`config.mk`:
```
export PLATFORM = sky130hd
export DESIGN_NAME = snes_frame_arbiter_flat
export DESIGN_NICKNAME = d
export VERILOG_FILES = /design/src/rtl/snes_frame_arbiter_if.sv /design/src/rtl/snes_frame_arbiter.sv /design/src/flat_wrapper.sv
export SDC_FILE = /design/constraint.sdc
export NUM_CORES = 1
export LEC_CHECK = 0
export CAP_MARGIN = 0
export CORE_MARGIN = 2
export CORE_UTILIZATION = 50
export CTS_BUF_LIST = sky130_fd_sc_hd__clkbuf_2
export DETAILED_ROUTE_END_ITERATION = 10
export PLACE_DENSITY = 0.82
export REMOVE_ABC_BUFFERS = 1
export SYNTH_ARGS = -nofsm -noshare
export SYNTH_HDL_FRONTEND = slang
export SYNTH_SLANG_ARGS = --single-unit
```
`constraint.sdc`:
```
create_clock -name clk -period 2.2 [get_ports clk]
set_input_delay 0.55 -clock clk [delete_from_list [all_inputs] [get_ports clk]]
set_output_delay 0.55 -clock clk [all_outputs]
set_load 0.1 [all_outputs]
```
`src/rtl/snes_frame_arbiter_if.sv`:
```
// snes_frame_arbiter_if
//   Bundles the source-side bus of the SNES frame arbiter.
//   master : the button sources and their consumer (drive requests and words,
//            observe ownership and frame status)
//   slave  : the arbiter itself
// Signals
//   src_req      NUM_SRC     per-source request
//   src_data     16*NUM_SRC  source i word at [16*i+15:16*i]
//   frame_data   16          word held for the current frame
//   grant        NUM_SRC     one-hot owner, zero = no owner
//   frame_active 1           frame in progress (latch or shift phase)
//   bit_index    4           bit the console is currently reading
//   frame_done   1           pulse, frame completed
//   overrun      1           pulse, frame restarted by an early latch
//   timeout      1           pulse, frame abandoned for inactivity
interface snes_frame_arbiter_if #(
  parameter int NUM_SRC = 2
);
  logic [NUM_SRC-1:0]    src_req;
  logic [16*NUM_SRC-1:0] src_data;
  logic [15:0]           frame_data;
  logic [NUM_SRC-1:0]    grant;
  logic                  frame_active;
  logic [3:0]            bit_index;
  logic                  frame_done;
  logic                  overrun;
  logic                  timeout;

  modport master (
    output src_req, src_data,
    input  frame_data, grant, frame_active, bit_index, frame_done, overrun, timeout
  );

  modport slave (
    input  src_req, src_data,
    output frame_data, grant, frame_active, bit_index, frame_done, overrun, timeout
  );
endinterface

```
`src/rtl/snes_frame_arbiter.sv`:
```
// snes_frame_arbiter
//   Shares one SNES console serial link between NUM_SRC button sources.
//   The console latch/clock pins are synchronised into the clk domain, each
//   16-bit frame is tracked, and one owning source is chosen per frame. The
//   owner's word is snapshotted at the latch rise and held for the whole frame.
// Ports
//   clk        system clock, rising edge
//   reset      asynchronous, active-high
//   snes_latch console latch pin (asynchronous to clk)
//   snes_clk   console data clock pin (asynchronous to clk)
//   bus        slave side of snes_frame_arbiter_if (requests, data, status)
module snes_frame_arbiter #(
  parameter int          NUM_SRC     = 2,
  parameter int          SYNC_STAGES = 2,
  parameter int          HOLD_FRAMES = 4,
  parameter int          TIMEOUT_CYC = 1024,
  parameter logic [15:0] IDLE_WORD   = 16'hFFFF
) (
  input  logic               clk,
  input  logic               reset,
  input  logic               snes_latch,
  input  logic               snes_clk,
  snes_frame_arbiter_if.slave bus
);

  localparam int CNT_W = $clog2(TIMEOUT_CYC + 1);
  localparam int IDX_W = (NUM_SRC > 1) ? $clog2(NUM_SRC) : 1;

  typedef enum logic [1:0] {ST_IDLE, ST_LATCH, ST_SHIFT, ST_DONE} state_t;

  state_t               state;
  logic [SYNC_STAGES-1:0] latch_sync, clk_sync;
  logic                 latch_prev, clk_prev;
  logic [CNT_W-1:0]     cyc_cnt;
  logic [IDX_W-1:0]     rr_ptr;
  logic [3:0]           hold_q;
  logic [15:0]          frame_data_q;
  logic [NUM_SRC-1:0]   grant_q;
  logic                 frame_active_q;
  logic [3:0]           bit_index_q;
  logic                 frame_done_q, overrun_q, timeout_q;

  logic                 latch_s, clk_s;
  logic                 latch_rise, latch_fall, clk_fall, any_event, timed_out;
  logic                 in_frame;
  logic [NUM_SRC-1:0]   arb_grant;
  logic [3:0]           arb_hold;
  logic [IDX_W-1:0]     arb_ptr;
  logic                 arb_found;
  logic [15:0]          arb_data;

  // Synchroniser chains plus one register each for edge detection.
  always_ff @(posedge clk or posedge reset) begin
    if (reset) begin
      latch_sync <= '0;
      clk_sync   <= '0;
      latch_prev <= 1'b0;
      clk_prev   <= 1'b0;
    end else begin
      latch_sync <= {latch_sync[SYNC_STAGES-2:0], snes_latch};
      clk_sync   <= {clk_sync[SYNC_STAGES-2:0], snes_clk};
      latch_prev <= latch_sync[SYNC_STAGES-1];
      clk_prev   <= clk_sync[SYNC_STAGES-1];
    end
  end

  assign latch_s    = latch_sync[SYNC_STAGES-1];
  assign clk_s      = clk_sync[SYNC_STAGES-1];
  assign latch_rise = latch_s & ~latch_prev;
  assign latch_fall = ~latch_s & latch_prev;
  assign clk_fall   = ~clk_s & clk_prev;
  assign any_event  = (latch_s ^ latch_prev) | (clk_s ^ clk_prev);
  assign in_frame   = (state == ST_LATCH) || (state == ST_SHIFT);
  // The counter holds the cycles already elapsed, so this cycle is the one
  // in which the inactivity count reaches TIMEOUT_CYC.
  assign timed_out  = in_frame && !any_event && (cyc_cnt == CNT_W'(TIMEOUT_CYC - 1));

  // Next owner, evaluated every cycle but only committed on a latch rise.
  // An owner that still requests, or still has hold credit, keeps the link;
  // otherwise the round-robin search starts at the pointer.
  always_comb begin
    arb_grant = '0;
    arb_hold  = 4'd0;
    arb_ptr   = rr_ptr;
    arb_found = 1'b0;
    if ((|grant_q) && ((|(grant_q & bus.src_req)) || (hold_q != 4'd0))) begin
      arb_grant = grant_q;
      arb_hold  = (|(grant_q & bus.src_req)) ? 4'(HOLD_FRAMES) : hold_q - 4'd1;
    end else begin
      for (int k = 0; k < NUM_SRC; k++) begin
        if (!arb_found && bus.src_req[(int'(rr_ptr) + k) % NUM_SRC]) begin
          arb_found = 1'b1;
          arb_grant[(int'(rr_ptr) + k) % NUM_SRC] = 1'b1;
          arb_ptr   = IDX_W'((int'(rr_ptr) + k + 1) % NUM_SRC);
          arb_hold  = 4'(HOLD_FRAMES);
        end
      end
    end
  end

  // Word the new owner would present; IDLE_WORD when nobody owns the link.
  always_comb begin
    arb_data = IDLE_WORD;
    for (int i = 0; i < NUM_SRC; i++) begin
      if (arb_grant[i]) arb_data = bus.src_data[16*i +: 16];
    end
  end

  // Frame FSM with registered outputs. A latch rise always wins over any
  // other event in the same cycle and restarts the frame.
  always_ff @(posedge clk or posedge reset) begin
    if (reset) begin
      state          <= ST_IDLE;
      cyc_cnt        <= '0;
      rr_ptr         <= '0;
      hold_q         <= 4'd0;
      frame_data_q   <= IDLE_WORD;
      grant_q        <= '0;
      frame_active_q <= 1'b0;
      bit_index_q    <= 4'd15;
      frame_done_q   <= 1'b0;
      overrun_q      <= 1'b0;
      timeout_q      <= 1'b0;
    end else begin
      frame_done_q <= 1'b0;
      overrun_q    <= 1'b0;
      timeout_q    <= 1'b0;

      if (any_event || !in_frame) cyc_cnt <= '0;
      else                        cyc_cnt <= cyc_cnt + 1'b1;

      if (latch_rise) begin
        overrun_q      <= in_frame;
        grant_q        <= arb_grant;
        hold_q         <= arb_hold;
        rr_ptr         <= arb_ptr;
        frame_data_q   <= arb_data;
        bit_index_q    <= 4'd15;
        frame_active_q <= 1'b1;
        state          <= ST_LATCH;
      end else begin
        case (state)
          ST_LATCH: begin
            if (latch_fall) begin
              state <= ST_SHIFT;
            end else if (timed_out) begin
              timeout_q      <= 1'b1;
              frame_active_q <= 1'b0;
              bit_index_q    <= 4'd15;
              state          <= ST_IDLE;
            end
          end
          ST_SHIFT: begin
            // bit_index already at 0 means this fall is the 16th one.
            if (clk_fall) begin
              if (bit_index_q == 4'd0) begin
                frame_done_q   <= 1'b1;
                frame_active_q <= 1'b0;
                state          <= ST_DONE;
              end else begin
                bit_index_q <= bit_index_q - 4'd1;
              end
            end else if (timed_out) begin
              timeout_q      <= 1'b1;
              frame_active_q <= 1'b0;
              bit_index_q    <= 4'd15;
              state          <= ST_IDLE;
            end
          end
          ST_DONE: begin
            bit_index_q <= 4'd15;
            state       <= ST_IDLE;
          end
          default: state <= ST_IDLE;
        endcase
      end
    end
  end

  assign bus.frame_data   = frame_data_q;
  assign bus.grant        = grant_q;
  assign bus.frame_active = frame_active_q;
  assign bus.bit_index    = bit_index_q;
  assign bus.frame_done   = frame_done_q;
  assign bus.overrun      = overrun_q;
  assign bus.timeout      = timeout_q;

endmodule
```
`src/flat_wrapper.sv`:
```
// flat-port wrapper written by rule: the top's interface ports become plain ports
module snes_frame_arbiter_flat 
#(
  parameter int          NUM_SRC     = 2,
  parameter int          SYNC_STAGES = 2,
  parameter int          HOLD_FRAMES = 4,
  parameter int          TIMEOUT_CYC = 1024,
  parameter logic [15:0] IDLE_WORD   = 16'hFFFF
)
  (clk, reset, snes_latch, snes_clk, bus_src_req, bus_src_data, bus_frame_data, bus_grant, bus_frame_active, bus_bit_index, bus_frame_done, bus_overrun, bus_timeout);
  snes_frame_arbiter_if #(.NUM_SRC(NUM_SRC)) bus_i ();
  input  logic clk;
  input  logic reset;
  input  logic snes_latch;
  input  logic snes_clk;
  input wire logic [$bits(bus_i.src_req)-1:0] bus_src_req;
  input wire logic [$bits(bus_i.src_data)-1:0] bus_src_data;
  output wire logic [$bits(bus_i.frame_data)-1:0] bus_frame_data;
  output wire logic [$bits(bus_i.grant)-1:0] bus_grant;
  output wire logic [$bits(bus_i.frame_active)-1:0] bus_frame_active;
  output wire logic [$bits(bus_i.bit_index)-1:0] bus_bit_index;
  output wire logic [$bits(bus_i.frame_done)-1:0] bus_frame_done;
  output wire logic [$bits(bus_i.overrun)-1:0] bus_overrun;
  output wire logic [$bits(bus_i.timeout)-1:0] bus_timeout;
  assign bus_i.src_req = bus_src_req;
  assign bus_i.src_data = bus_src_data;
  assign bus_frame_data = bus_i.frame_data;
  assign bus_grant = bus_i.grant;
  assign bus_frame_active = bus_i.frame_active;
  assign bus_bit_index = bus_i.bit_index;
  assign bus_frame_done = bus_i.frame_done;
  assign bus_overrun = bus_i.overrun;
  assign bus_timeout = bus_i.timeout;
  snes_frame_arbiter #(.NUM_SRC(NUM_SRC), .SYNC_STAGES(SYNC_STAGES), .HOLD_FRAMES(HOLD_FRAMES), .TIMEOUT_CYC(TIMEOUT_CYC), .IDLE_WORD(IDLE_WORD)) u_core (.clk(clk), .reset(reset), .snes_latch(snes_latch), .snes_clk(snes_clk), .bus(bus_i));
endmodule
```
==> flow_metrics.py, run 1 <==
metrics = {
    "outcome": {
        "status": "complete, no violations",
    },
    "die": {
        "die_w_um": 74.87,
        "chipHeight_um": 74.87,
        "core_area_um2": 4786,
        "die-area_um2": 5606,
        "start_util_pct": 52.47,
        "pin_count": 64,
        "num_rows": 25,
    },
    "layout": {
        "fillers": 355,
        "antenna_cells": 0,
        "multi_input_area_um2": 1135,
        "stdcell_count": 383,
        "area_growth_pct": 39.71,
        "drive_gt1_share_pct": 22.47,
        "seq_area_um2": 1276,
        "fin_nets": 363,
        "post-route-util_pct": 73.31,
    },
    "logic_synthesis": {
        "yosys_warnings": 0,
        "async_flop_share_pct": 100.0,
        "yosysMostFrequentCell": "dfrtp_1",
        "synthFlopType": "dfrtp_1",
        "synth.distinct_cells": 38,
        "synth.area.top_cells": "dfrtp_1 30%, dfstp_2 21%, o22a_1 6.6%",
        "ys_ff_latch": 50,
        "synthCells": 244,
        "synth.avg_cell_area_um2": 10.29,
        "seq_area_frac_synth_pct": 50.82,
        "synth-edff-count": 0,
        "yosysTopAreaCell": "dfrtp_1",
        "syn_area_um2": 2511,
        "synthTopCellsByCount": "30 x dfrtp_1, 20 x dfstp_2, 19 x o22a_1",
        "synth_top_area_share_pct": 29.90,
    },
    "power": {
        "ir_drop_uv": 1149,
        "power.leakage_nw": 1.456,
        "p_per_area_nw_per_um2": 1208,
    },
    "min_path": {
        "min_path_cells": 0,
        "hp-class": "reg2reg",
    },
    "timing": {
        "worstMarginPinSlew_ps": 510.3,
        "fmax_mhz": 495.0,
        "finClkSkew_ps": 13.35,
        "fin_crit_sh_pct": 91.83,
        "holdWs_ps": 403.0,
        "hold_violations": 0,
        "rsz0062_at_grt": "false",
        "timing.final.crit_period_ps": 2020,
        "maxSlewHeadroom_pct": 65.90,
        "setup-violations-final": 0,
        "tns_ps": 0,
        "finalMaxSlewViolations": 0,
    },
    "clocking": {
        "path_clk_slew_ps": 260,
        "cts-root-buf": "clkbuf_2",
        "clk_path_buf_depth": 2,
        "cts_tree": "done",
        "numCtsBuffers": 5,
        "clk_latency_ps": 420,
        "postCtsSetupRepairBufs": 0,
        "h-tree-depth": 2,
        "cts.sinks": 50,
    },
    "grt": {
        "grt_first_pass_wirelength_mm": 9.535,
        "first_global_vias": 1988,
        "overflow": 0,
        "grt_use_total_pct": 22.05,
        "grt_max_degree": 34,
        "antenna_found_initial": 0,
    },
    "place": {
        "gp_congestion": 0.8271,
        "io_buffer_count": 63,
        "dp_cells": 375,
        "dp.final_hpwl_mm": 4.266,
    },
    "critical_path": {
        "critPathTopFamily": "flip-flops",
        "path_cells": "inv_1, ha_1, nor3b_1, nand2_1, nor4b_2, buf_4, a31oi_1, o22a_1",
        "crit_cells": 8,
        "crit_required_ps": 2590,
        "cp_slowest_cell": "dfstp_2",
        "endpoint_kind": "register",
        "r2r_cells": 8,
        "critical_path_class": "reg2reg",
        "critPathBufInv": 2,
        "worstPathMaxFanout": 8,
        "worstSetupStartpointType": "register",
        "arrival_ps": 2410,
        "max_stage_delay_ps": 650,
    },
    "detailed_routing": {
        "vias": 2074,
        "vias_per_cell": 5.415,
        "antenna_left": 0,
        "drcViolationCount": 0,
        "drtIter0Drc": 149,
        "wl_per_cell_um": 14.65,
        "dr.pass1.iters": 4,
        "postRouteWirelength_mm": 5.612,
    },
    "run": {
        "max_cap_violations": 0,
    },
}
[placed cells by master, fill, tap and decap left out, types with 14 or more instances in the layout]
| cell type | synthesis | routed |
|---|---|---|
| buf_12 | 0 | 21 |
| buf_4 | 0 | 16 |
| clkdlybuf4s50_1 | 0 | 37 |
| dfrtp_1 | 30 | 30 |
| dfstp_2 | 20 | 20 |
| inv_1 | 15 | 14 |
| nand2_1 | 14 | 14 |
| nor2_1 | 17 | 17 |
| o21a_1 | 17 | 17 |
| o21ai_0 | 17 | 17 |
| o22a_1 | 19 | 19 |
[final timing paths]
path | slack, ps | endpoint | start
setup / recovery | 180 | u_core.bus.bit_index[2] | u_core.bus.bit_index[0]
hold / removal | 400 | u_core.latch_sync[1] | u_core.latch_sync[0]
setup reg to reg | 180 | u_core.bus.bit_index[2] | u_core.bus.bit_index[0]
hold reg to reg | 400 | u_core.latch_sync[1] | u_core.latch_sync[0]
max in group asynchronous | 1240 | u_core.bus.bit_index[1] | reset
min in group asynchronous | 410 | u_core.bus.grant[1] | reset
[where the power goes]
group | internal, mW | leakage [nW] | switching, mW | total [mW]
Combinational | 0.919 | 0.829 | 1.50 | 2.42
Clock | 0.0785 | 0.0289 | 0.301 | 0.380
Sequential | 1.22 | 0.599 | 0.221 | 1.44
Total | 2.22 | 1.46 | 2.02 | 4.24
[worst reg2reg max path, delay by kind of cell, from the launching register on]
kind / cells / cell delay [ps]
AOI/OAI and AO/OA: 2 / 280
adders and majority gates: 1 / 220
buffers and inverters: 2 / 260
DFF: 1 / 650
and+or+nand+nor: 3 / 580
[layout make-up]
class | count | area share, %
clock buffer | 5 | 0.7133
clock inverter | 3 | 0.6063
inverter | 15 | 1.605
multi-input combinational | 169 | 32.35
sequential | 50 | 36.38
tap | 67 | 2.389
timing repair buffer | 74 | 25.96
[layer usage]
metal / share of wire [%] / track usage (%)
met1: 43 / 28.87
met2: 51 / 36.55
met3: 5.0 / 5.221
met4: 1.2 / 6.548
met5: 0 / 0
[timing repair]
action,CTS,global route
hold buffers,0,0
endpoints found under the setup margin,0,1
resized for setup,0,1
[metrics by stage]
| step | power (mW) | area, um2 | setup slack, ps |
|---|---|---|---|
| after floorplan | 2.992 | 2462 | -149.4 |
| after global placement | 3.851 | 3457 | 73.41 |
| after detailed placement | 3.889 | 3457 | 73.34 |
| after CTS | 4.270 | 3503 | 103.3 |
| after global routing | 4.435 | 3508 | 53.85 |
| final | 4.240 | 3508 | 179.8 |
[sequential cells by signal, indices dropped and copies added, names as in the netlist]
name / cells
u_core.bus.bit_index: 4
u_core.bus.frame_active: 1
u_core.bus.frame_data: 16
u_core.bus.frame_done: 1
u_core.bus.grant: 2
u_core.bus.overrun: 1
u_core.bus.timeout: 1
u_core.clk_prev: 1
u_core.clk_sync: 2
u_core.cyc_cnt: 11
u_core.hold_q: 4
u_core.latch_prev: 1
u_core.latch_sync: 2
u_core.rr_ptr: 1
u_core.state: 2
[kinds of logic after synthesis]
logic type      synth area share (%)
flops                          50.82
mux                           0.7972
simple gates                   13.30
buf+inv                        4.185
xor+xnor                       2.790
compound gates                 23.12
fa+ha+maj                      4.983
(Power assumes the default switching activity.)
==> run 2: changes to the inputs <==
Settings changed: CTS_BUF_LIST sky130_fd_sc_hd__clkbuf_2 to sky130_fd_sc_hd__clkbuf_4 sky130_fd_sc_hd__clkbuf_8.
==> flow_metrics.py, run 2 (same netlist as run 1, synthesis figures left out) <==
metrics = {
    "outcome": {
        "status": "complete, no violations",
    },
    "clocking": {
        "cts-root-buf": "clkbuf_8",
        "path_clk_slew_ps": 90,
        "postCtsSetupRepairBufs": 0,
        "clk_path_buf_depth": 2,
        "numCtsBuffers": 5,
        "clk_latency_ps": 310,
        "cts_tree": "done",
        "cts.sinks": 50,
        "cts_hold_buf": 0,
        "h-tree-depth": 2,
        "cts_resized": 0,
    },
    "layout": {
        "area_growth_pct": 41.26,
        "stdcell_count": 383,
        "drive_gt1_share_pct": 22.15,
        "fin_nets": 363,
        "largest_register_ffs": 16,
        "post-route-util_pct": 74.12,
        "final_cell_mix": "37 x clkdlybuf4s50_1, 30 x dfrtp_1, 21 x buf_12",
        "final_cell_area_um2": 3547,
        "antenna_cells": 0,
        "mostFrequentLayoutCell": "clkdlybuf4s50_1",
    },
    "critical_path": {
        "r2r_cells": 6,
        "rr_endpoint": "u_core.bus.bit_index[0]",
        "path_cells": "ha_1, nand2_1, or3_1, or3_1, a31oi_1, a2bb2oi_1",
        "regToRegSetupSlack_ps": 120,
        "crit_top_cell": "or3_1",
        "timing.rr.start": "u_core.cyc_cnt[0]",
        "endpoint_kind": "register",
        "worstPathMaxFanout": 8,
        "cp_slowest_cell": "or3_1",
        "max_stage_delay_ps": 460,
        "arrival_ps": 2320,
        "critical_path_class": "reg2reg",
        "worstSetupStartpointType": "register",
        "crit_required_ps": 2440,
    },
    "power": {
        "ir_drop_uv": 1152,
        "total_power_mw": 4.410,
        "power.leakage_nw": 1.470,
        "p_per_area_nw_per_um2": 1243,
    },
    "timing": {
        "worstMarginPinSlew_ps": 537.6,
        "layout_setup_ws_ps": 121.1,
        "fin_crit_sh_pct": 94.50,
        "rsz0062_at_grt": "false",
        "maxSlewHeadroom_pct": 64.09,
        "finClkSkew_ps": 4.724,
        "hold_violations": 0,
        "setup-violations-final": 0,
        "holdWs_ps": 375.8,
        "fmax_mhz": 481.0,
        "timing.final.crit_period_ps": 2079,
        "tns_ps": 0,
        "finalMaxSlewViolations": 0,
    },
    "min_path": {
        "min_path_cells": 0,
        "whs_endpoint": "u_core.clk_sync[1]",
        "worstHoldStart": "u_core.clk_sync[0]",
        "hp-class": "reg2reg",
    },
    "place": {
        "dp_cells": 375,
        "dp.final_hpwl_mm": 4.266,
        "placed_area_um2": 3457,
        "dp_slack_ps": 73.34,
        "io_buffer_count": 63,
        "gp_congestion": 0.8271,
    },
    "detailed_routing": {
        "drcViolationCount": 0,
        "antenna_left": 0,
        "dr.pass1.iters": 4,
        "wl_per_cell_um": 15.01,
        "drtIter0Drc": 133,
        "vias_per_cell": 5.525,
        "postRouteWirelength_mm": 5.747,
        "vias": 2116,
    },
    "die": {
        "pin_count": 64,
        "start_util_pct": 52.47,
        "core_area_um2": 4786,
        "die-area_um2": 5606,
        "die_w_um": 74.87,
        "num_rows": 25,
        "chipHeight_um": 74.87,
    },
    "grt": {
        "grt_use_total_pct": 22.87,
        "overflow": 0,
        "grt_first_pass_wirelength_mm": 9.708,
        "first_global_vias": 2002,
        "antenna_found_initial": 0,
        "grt_max_degree": 34,
    },
    "run": {
        "max_cap_violations": 0,
    },
}
==> run 2: layout make-up <==
cell class / instances / area [um2]
clock inverters: 3 / 21.27
flip-flops and latches: 50 / 1276
fillers: 347 / 1239
multi-input cells: 169 / 1130
clock buffers: 5 / 68.82
well taps: 67 / 83.83
repair buffers: 74 / 910.9
inverters: 15 / 56.30
==> run 2: critical path: cells and delay by family (launching register included) <==
kind,cells,cell delay (ps)
simple gates,3,1010
flops,1,390
compound gates,2,390
fa+ha+maj,1,210
==> run 2: worst max path at each step <==
stage,startpoint,end
final,u_core.cyc_cnt[0],u_core.bus.bit_index[0]
after global routing,u_core.cyc_cnt[0],u_core.bus.bit_index[0]
after CTS,u_core.cyc_cnt[0],u_core.bus.bit_index[0]
after detailed placement,bus_src_req[1],u_core.bus.grant[0]
after global placement,bus_src_req[1],u_core.bus.grant[0]
after floorplan,u_core.bus.bit_index[0],u_core.bus.bit_index[2]
==> run 2: routing by layer <==
layer	vias to the layer above	track usage (%)	part of all wire (%)
met5	-	0	0
met4	0	11.31	2.9
met3	15	4.418	4.9
met2	66	37.33	50
met1	1020	29.13	43
li1	1015	-	-
==> run 2: where the power goes <==
part           switching (mW)  internal [mW]
sequential              0.223           1.22
combinational            1.50          0.920
clock                   0.319          0.224
